## src/rtl/bfm_sched_pkg.sv

```systemverilog
// Shared types and sizing helpers for the bfm transmit scheduler.
package bfm_sched_pkg;

  typedef enum logic [1:0] {
    IDLE = 2'd0,
    XMIT = 2'd1,
    DONE = 2'd2
  } sched_state_e;

  // Width of a burst-length field able to hold 0..max_burst.
  function automatic int len_width(input int max_burst);
    return $clog2(max_burst + 1);
  endfunction

endpackage

```

## src/rtl/rr_arbiter.sv

```systemverilog
// Combinational round-robin pick: the lowest requester above last_gnt wins,
// wrapping back to index 0 when nothing above it is requesting.
module rr_arbiter #(
  parameter int NUM_REQ = 2
) (
  input  logic [NUM_REQ-1:0] req,
  input  logic [NUM_REQ-1:0] last_gnt,
  output logic [NUM_REQ-1:0] gnt
);

  logic [NUM_REQ-1:0] above;
  logic [NUM_REQ-1:0] masked;
  logic               seen;
  logic               found;

  always_comb begin
    above = '0;
    seen  = 1'b0;
    for (int i = 0; i < NUM_REQ; i++) begin
      above[i] = seen;
      if (last_gnt[i]) seen = 1'b1;
    end
    masked = req & above;

    gnt   = '0;
    found = 1'b0;
    for (int i = 0; i < NUM_REQ; i++) begin
      if (!found && masked[i]) begin
        gnt[i] = 1'b1;
        found  = 1'b1;
      end
    end
    for (int i = 0; i < NUM_REQ; i++) begin
      if (!found && req[i]) begin
        gnt[i] = 1'b1;
        found  = 1'b1;
      end
    end
  end

endmodule

```

## src/rtl/bfm_xmit_sched.sv

```systemverilog
// Burst scheduler: grants one requester at a time round-robin and streams its
// operand pairs into registered A_s/B_s for the bfm datapath.
//
//   state | meaning
//   IDLE  | waiting; samples req_i and latches winner and burst length
//   XMIT  | granted requester streams pairs, count runs down to zero
//   DONE  | one-cycle completion pulse, winner becomes last_gnt
module bfm_xmit_sched
  import bfm_sched_pkg::*;
#(
  parameter  int NUM_REQ    = 2,
  parameter  int ITEM_WIDTH = 8,
  parameter  int MAX_BURST  = 100,
  localparam int LEN_W      = len_width(MAX_BURST)
) (
  input  logic                          clk_i,
  input  logic                          reset_i,
  input  logic [NUM_REQ-1:0]            req_i,
  input  logic [NUM_REQ*LEN_W-1:0]      len_i,
  output logic [NUM_REQ-1:0]            gnt_o,
  input  logic [NUM_REQ-1:0]            item_valid_i,
  input  logic [NUM_REQ*ITEM_WIDTH-1:0] item_a_i,
  input  logic [NUM_REQ*ITEM_WIDTH-1:0] item_b_i,
  output logic [NUM_REQ-1:0]            item_ready_o,
  output logic [NUM_REQ-1:0]            done_o,
  output logic [ITEM_WIDTH-1:0]         A_s,
  output logic [ITEM_WIDTH-1:0]         B_s,
  output logic                          dp_valid_o,
  output logic                          busy_o
);

  localparam logic [NUM_REQ-1:0] LAST_RST = NUM_REQ'(1) << (NUM_REQ - 1);
  localparam logic [LEN_W-1:0]   LEN_MAX  = LEN_W'(MAX_BURST);

  sched_state_e          state_q, state_d;
  logic [NUM_REQ-1:0]    pick;
  logic [NUM_REQ-1:0]    cur_q;
  logic [NUM_REQ-1:0]    last_q;
  logic [LEN_W-1:0]      cnt_q;
  logic [LEN_W-1:0]      win_len;
  logic [LEN_W-1:0]      win_len_sat;
  logic [ITEM_WIDTH-1:0] cur_a, cur_b;
  logic                  cur_valid;
  logic                  xfer;

  rr_arbiter #(.NUM_REQ(NUM_REQ)) u_arb (
    .req      (req_i),
    .last_gnt (last_q),
    .gnt      (pick)
  );

  // One-hot muxes: length of the new winner, operands of the current owner.
  always_comb begin
    win_len   = '0;
    cur_a     = '0;
    cur_b     = '0;
    cur_valid = 1'b0;
    for (int i = 0; i < NUM_REQ; i++) begin
      if (pick[i]) win_len = len_i[i*LEN_W +: LEN_W];
      if (cur_q[i]) begin
        cur_a     = item_a_i[i*ITEM_WIDTH +: ITEM_WIDTH];
        cur_b     = item_b_i[i*ITEM_WIDTH +: ITEM_WIDTH];
        cur_valid = item_valid_i[i];
      end
    end
    win_len_sat = (win_len > LEN_MAX) ? LEN_MAX : win_len;
  end

  always_ff @(posedge clk_i) begin
    if (reset_i) state_q <= IDLE;
    else         state_q <= state_d;
  end

  always_comb begin
    state_d      = state_q;
    gnt_o        = '0;
    item_ready_o = '0;
    done_o       = '0;
    xfer         = 1'b0;
    case (state_q)
      IDLE: begin
        if (|req_i) state_d = (win_len_sat == '0) ? DONE : XMIT;
      end
      XMIT: begin
        gnt_o        = cur_q;
        item_ready_o = cur_q;
        xfer         = cur_valid;
        if (xfer && cnt_q == LEN_W'(1)) state_d = DONE;
      end
      DONE: begin
        done_o  = cur_q;
        state_d = IDLE;
      end
      default: state_d = IDLE;
    endcase
  end

  assign busy_o = (state_q != IDLE);

  always_ff @(posedge clk_i) begin
    if (reset_i) begin
      cur_q      <= '0;
      last_q     <= LAST_RST;
      cnt_q      <= '0;
      A_s        <= '0;
      B_s        <= '0;
      dp_valid_o <= 1'b0;
    end else begin
      dp_valid_o <= xfer;
      if (xfer) begin
        A_s   <= cur_a;
        B_s   <= cur_b;
        cnt_q <= cnt_q - LEN_W'(1);
      end
      if (state_q == IDLE && |req_i) begin
        cur_q <= pick;
        cnt_q <= win_len_sat;
      end
      if (state_q == DONE) last_q <= cur_q;
    end
  end

endmodule

```

## config.mk

```make
export PLATFORM = sky130hd
export DESIGN_NAME = bfm_xmit_sched
export DESIGN_NICKNAME = d
export VERILOG_FILES = /design/src/rtl/bfm_sched_pkg.sv /design/src/rtl/rr_arbiter.sv /design/src/rtl/bfm_xmit_sched.sv
export SDC_FILE = /design/constraint.sdc
export NUM_CORES = 1
export LEC_CHECK = 0
export CORE_AREA = 2 2 54 82
export DETAILED_ROUTE_END_ITERATION = 10
export DIE_AREA = 0 0 56 84
export PLACE_DENSITY = 0.78
export SETUP_SLACK_MARGIN = 0.05
export SLEW_MARGIN = 30
export SYNTH_ARGS = -nofsm -noshare
export SYNTH_HDL_FRONTEND = slang
export SYNTH_SLANG_ARGS = --single-unit
```

## constraint.sdc

```tcl
create_clock -name clk_i -period 1.7 [get_ports clk_i]
set_input_delay 0.34 -clock clk_i [delete_from_list [all_inputs] [get_ports clk_i]]
set_output_delay 0.34 -clock clk_i [all_outputs]
set_load 0.005 [all_outputs]
```

### Yosys cells after proc, flatten, opt, wreduce, memory -nomap -nowiden

Index checks and enable logic that the tools add are counted.
Widths: inputs -> output; s select.

| word-level totals | value |
|---|---|
| flip-flop bits (word level) | 29 |
| bits of input ports | 52 |
| output and inout port bits | 24 |
| logic and storage cells | 54 |

| cells by class | value |
|---|---|
| add/subtract/negate cells | 1 |
| order comparisons | 1 |
| equal/unequal tests | 5 |
| mux-type cells | 25 |
| bitwise gates (word level) | 1 |
| reductions and logical operators | 14 |

Operator list:

| operator | number |
|---|---|
| $mux 7 | 5 |
| $mux 8 | 4 |
| $mux 1 | 10 |
| $mux 2 | 5 |
| $eq 7x1->1 const B | 1 |
| $gt 7x7->1 const B | 1 |
| $logic_not 7->1 | 1 |
| $sub 7x1->7 const B | 1 |
| $logic_and 1x1->1 | 5 |
| $ne 2x2->1 const B | 2 |
| $pmux 2 s2 | 1 |
| $reduce_bool 2->1 | 2 |
| $logic_not 1->1 | 3 |
| $and 2x2->2 | 1 |
| $eq 2x1->1 const B | 1 |
| $eq 2x2->1 const B | 1 |
| $logic_not 2->1 | 1 |
| $reduce_and 2->1 | 1 |
| $reduce_or 2->1 | 1 |

### Logic depth before layout (Yosys ltp)

| depth | value |
|---|---|
| word-level depth | 19 |
| depth in mapped cells | 7 |
| gate-level depth less buffers | 6 |

### By module

A second synthesis with hierarchy kept.

| unflattened totals | value |
|---|---|
| cells, all modules | 196 |
| area, all modules | 1589.0 um2 |

By module, submodules not included:

| module | instances | cells an instance | area an instance (um2) | seq. area each (um2) |
|---|---|---|---|---|
| bfm_xmit_sched | 1 | 193 | 1570.3 | 600.6 |
| rr_arbiter | 1 | 3 | 18.8 | 0.0 |

### Worst setup path after synthesis

No wires, ideal clock.

| timing path | value |
|---|---|
| path kind | input -> register |
| start point | in len_i[4] |
| end point | reg state_q[1] |
| setup time | 0.070 ns |
| arrival | 1.527 ns |
| data required time | 1.630 ns |
| slack | 0.103 ns |
| cell stages on the path | 5 |
| path buffers | 0 |
| cells stage by stage | or2_2 a32oi_1 nand2_1 or4_1 a21oi_1 |

| on the way | value |
|---|---|
| cells in the longest elaborated chain, start to end | 8 |

Ends and longest elaborated chain:

| item | RTL line | RTL |
|---|---|---|
| from (decl) | bfm_xmit_sched.sv:19 | `input logic [NUM_REQ*LEN_W-1:0] len_i,` |
| $mux 7 * (2 in series) | bfm_xmit_sched.sv:59 | `if (pick[i]) win_len = len_i[i*LEN_W +: LEN_W];` |
| $gt 7x7->1 | bfm_xmit_sched.sv:66 | `win_len_sat = (win_len > LEN_MAX) ? LEN_MAX : win_len;` |
| $mux 7 * | bfm_xmit_sched.sv:66 |  |
| $logic_not 7->1 * | bfm_xmit_sched.sv:82 | `if (\|req_i) state_d = (win_len_sat == '0) ? DONE : XMIT;` |
| $mux 2 * (2 in series) | bfm_xmit_sched.sv:82 |  |
| $pmux 2 s2 * | bfm_xmit_sched.sv:80 | `case (state_q)` |
| to (signal assigned) | bfm_xmit_sched.sv:71 | `else state_q <= state_d;` |
| to (decl) | bfm_xmit_sched.sv:35 | `sched_state_e state_q, state_d;` |

Mark *: on every way between the ends. The rest lies on a longest branch, timed or not. The select of a mux whose other input is x is not followed.
A chain may end at the register's enable or synchronous reset.

### Final worst setup path

| timing path | value |
|---|---|
| start point | in req_i[1] |
| end point | reg cnt_q[1] |

| on the way | value |
|---|---|
| cells in the longest elaborated chain, start to end | 13 |
| elaborated cells between the ends (all ways) | 19 |
| classes of those cells | order compare: 1; mux: 9; bitwise: 1; reduce/logical: 8 |

Ends and longest elaborated chain:

| item | RTL line | RTL |
|---|---|---|
| from (decl) | bfm_xmit_sched.sv:18 | `input logic [NUM_REQ-1:0] req_i,` |
| $and 2x2->2 | rr_arbiter.sv:23 | `masked = req & above;` |
| $logic_and 1x1->1 | rr_arbiter.sv:28 | `if (!found && masked[i]) begin` |
| $mux 1 | rr_arbiter.sv:28 |  |
| $logic_not 1->1 | rr_arbiter.sv:34 | `if (!found && req[i]) begin` |
| $logic_and 1x1->1 | rr_arbiter.sv:34 |  |
| $mux 1 | rr_arbiter.sv:34 |  |
| $logic_not 1->1 | rr_arbiter.sv:34 |  |
| $logic_and 1x1->1 | rr_arbiter.sv:34 |  |
| $mux 1 | rr_arbiter.sv:34 |  |
| $mux 7 | bfm_xmit_sched.sv:59 |  |
| $gt 7x7->1 | bfm_xmit_sched.sv:66 |  |
| $mux 7 | bfm_xmit_sched.sv:66 |  |
| $mux 7 | bfm_xmit_sched.sv:115 | `if (state_q == IDLE && \|req_i) begin` |
| to (signal assigned) | bfm_xmit_sched.sv:113 | `cnt_q <= cnt_q - LEN_W'(1);` |
| to (signal assigned) | bfm_xmit_sched.sv:117 | `cnt_q <= win_len_sat;` |
| to (decl) | bfm_xmit_sched.sv:39 | `logic [LEN_W-1:0] cnt_q;` |

Parallel ways exist; a longest one is shown, timed or not.

==> metrics.md <==
| Metric | Value |
|---|---|
| Status | complete, no violations |
| Number of synthesized register bits | 29 |
| DRC violations left | 0 |
| Final Slew Violations | 0 |
| CP endpoint kind | register |
| Longest Clk Path Bufs | 2 |
| Dpl hpwl | 3670 µm |
| Std-Cell Rows | 29 |
| Ys flop type | dfxtp_1 |
| First-pass DRT Iterations | 4 |
| Final period demand of the worst path | about 1600 ps |
| Lkg Pwr | ~0.0011 µW |
| Crit-path max FO | 6 |
| Critical R2R Launch | last_q[0] |
| Initial antenna violation count | 0 |
| Root buf cell | clkbuf_8 |
| Die Y | approximately 84 µm |
| Final nets | 341 |
| Setup TNS | 0 ps |
| Hold Vio Cnt, Final | 0 |
| Cells on worst reg2reg path | 6 |
| Largest net degree at the start of global routing | 18 |
| # diodes | 0 |
| Slew margin rel. | between 80% and 90% |
| # IOs | between 70 and 80 |
| Synthesis Warnings | 0 |
| Hold Crit Class | primary input to register |
| RSZ-0062 raised after global routing | yes |
| DRT antenna net count | 0 |
| Final GP Congestion | between 0.7 and 0.8 |
| # clock sinks | 29 |
| Via-to-Cell Ratio | 5.35 |
| Netlist Area Pre-Place | about 1500 µm² |
| Crit start category | primary input |
| Post-synth EDFFs | 0 |
| Port bufs | 75 |
| Post-synthesis cell type count | between 40 and 50 |
| Hold wc startpoint | len_i[11] |
| Vias | around 1800 |
| Htree depth | 2 |
| Latest clock arrival within the worst-skew pair | between 200 and 300 ps |
| Max IR drop VDD | between 0.5 and 0.6 mV |
| Leading cell types in the layout, fill and taps excluded | clkdlybuf4s50_1 (62), buf_4 (33), nor2_1 (31) |
| Most common cell after layout, fill and taps aside | clkdlybuf4s50_1 |
| CTS Buf Count | 5 |
| Seq/Total Area, Yosys | between 30 and 40% |
| Setup slack, reg-to-reg | around 100 ps |
| Total gr overflow | 0 |
| Die X | roughly 56 µm |
| Die area | between 4000 and 5000 µm² |
| Max Freq | just over 0.6 GHz |
| Cells after synthesis | around 190 |
| Max cap viols | 0 |
| Arrival time at the worst endpoint | ~1800 ps |
| Drt total wl | 4920 µm |
| CTS tree | built |
| Final period util | a little over nine tenths |
| Worst Hold End | cnt_q[4] |
| Hold depth | 4 |
| Global-route wire length before repair | ~7800 µm |
| Mapped Avg Cell Area | around 8.3 µm² |
| DRT iter0 DRCs | 42 |
| Critical Setup Path Class | primary input to register |
| Worst clock skew | between 4 and 5 ps |
| Hold Buf Count CTS | 0 |
| Initial Util | around two fifths |
| Total core area | between 4000 and 5000 µm² |
| Layout area overhead | 72.8% |
| Layout cells sized above 1 | 20.8% |
| Pwr Density | ~720 nW/µm² |
| Worst hold slack | ~470 ps |
| Reg clk slew, reported paths | ~60 ps |
| Data required, critical path | 1870 ps |
| Vias in the first global route | between 1500 and 2000 |
| Post-synth ARST share | 0% |
| GRT Util Overall | 20.8% |
| Slew @ Worst Pin | about 270 ps |
| Wirelength per Cell | around 15 µm |
| Capturing point of the worst reg2reg path | state_q[1] |
| Synthesized Nets | roughly 240 |
| Endpoints failing setup | 0 |
[per-layer routing]
metal	part of all wire (%)	global-route usage, %	vias up
met5	0	0	-
met4	2.5	7.36	0
met3	4.7	4.65	11
met2	58	40.2	65
met1	35	21.0	823
li1	-	-	889
[power breakdown]
| part | internal, µW | switching (µW) | total, µW |
|---|---|---|---|
| Clock | 283 | 258 | 541 |
| Combinational | 347 | 269 | 615 |
| Sequential | 730 | 39.1 | 769 |
| Total | 1360 | 566 | 1930 |
[timing repair]
action	CTS	global route
setup buffers	5	2
resized for setup	20	15
pin swaps	6	5
endpoints found under the setup margin	12	7
[sequential cells by signal (all words and copies together) (netlist names)]
name	cells
state_q	2
cnt_q	7
dp_valid_o	1
A_s	8
B_s	8
cur_q	2
last_q	1
[through the flow]
stage                     setup WS [ps]  power (µW)  std cells  area [µm²]  utilization, %
final                              62.1        1930        334        2680            65.9
after global placement             -356        1350        319        2480            61.1
after detailed placement           -386        1360        319        2480            61.1
after floorplan                     103        1060        187        1550               -
after global routing               16.0        2050        334        2680            65.9
after CTS                          55.6        1910        332        2630            64.6
[cell usage after synthesis, types with 2 or more instances]
cell type | number | area, µm²
buf_2 | 3 | 15.0
a22oi_1 | 19 | 143
o21a_1 | 2 | 15.0
a211oi_1 | 17 | 128
and2_1 | 4 | 25.0
and2b_2 | 2 | 17.5
xor2_1 | 2 | 17.5
buf_4 | 3 | 22.5
ha_1 | 2 | 25.0
o21ai_0 | 6 | 30.0
nor3_1 | 2 | 10.0
o31ai_1 | 2 | 15.0
inv_1 | 5 | 18.8
clkbuf_1 | 7 | 26.3
a21oi_1 | 13 | 65.1
or2_1 | 2 | 12.5
a32oi_1 | 4 | 35.0
dfxtp_1 | 29 | 581
a21boi_0 | 2 | 15.0
nand2_1 | 7 | 26.3
nor2_1 | 32 | 120
[critical path, stage by stage]
cell and delay (ps):
dlygate4sd2_1 280, a21boi_4 260, a32oi_2 100, buf_4 150, buf_4 130, a211o_1 300
a32o_1 240
[logic make-up after synthesis]
family | count (synthesis) | synth area share, %
XOR/XNOR | 3 | 1.70
buffers and inverters | 20 | 6.30
flip-flops | 29 | 37.5
AO/OA/AOI/OAI | 74 | 34.4
AND/OR/NAND/NOR | 59 | 18.5
adder cells (fa/ha/maj) | 2 | 1.62
[area by class of cell]
type	instances	area, µm²
clock buffer	6	72.6
clock inverter	2	10.0
fill	322	1390
inverter	5	18.8
multi-input combinational	138	946
sequential	29	583
tap	46	57.6
timing repair buffer	108	988
[worst max-delay path by stage]
stage          startpoint    endpoint  slack [ps]  cells after the start
2_1_floorplan    len_i[4]  state_q[1]         100                      5
3_3_place_gp     len_i[4]  state_q[1]        -360                      6
3_5_place_dp     req_i[0]    cnt_q[1]        -390                      6
4_1_cts         len_i[11]  state_q[1]          60                      6
5_1_grt          req_i[1]    cnt_q[1]          20                      7
6_report         req_i[1]    cnt_q[1]          60                      7
No activity file was read; power rests on OpenSTA's default activity.
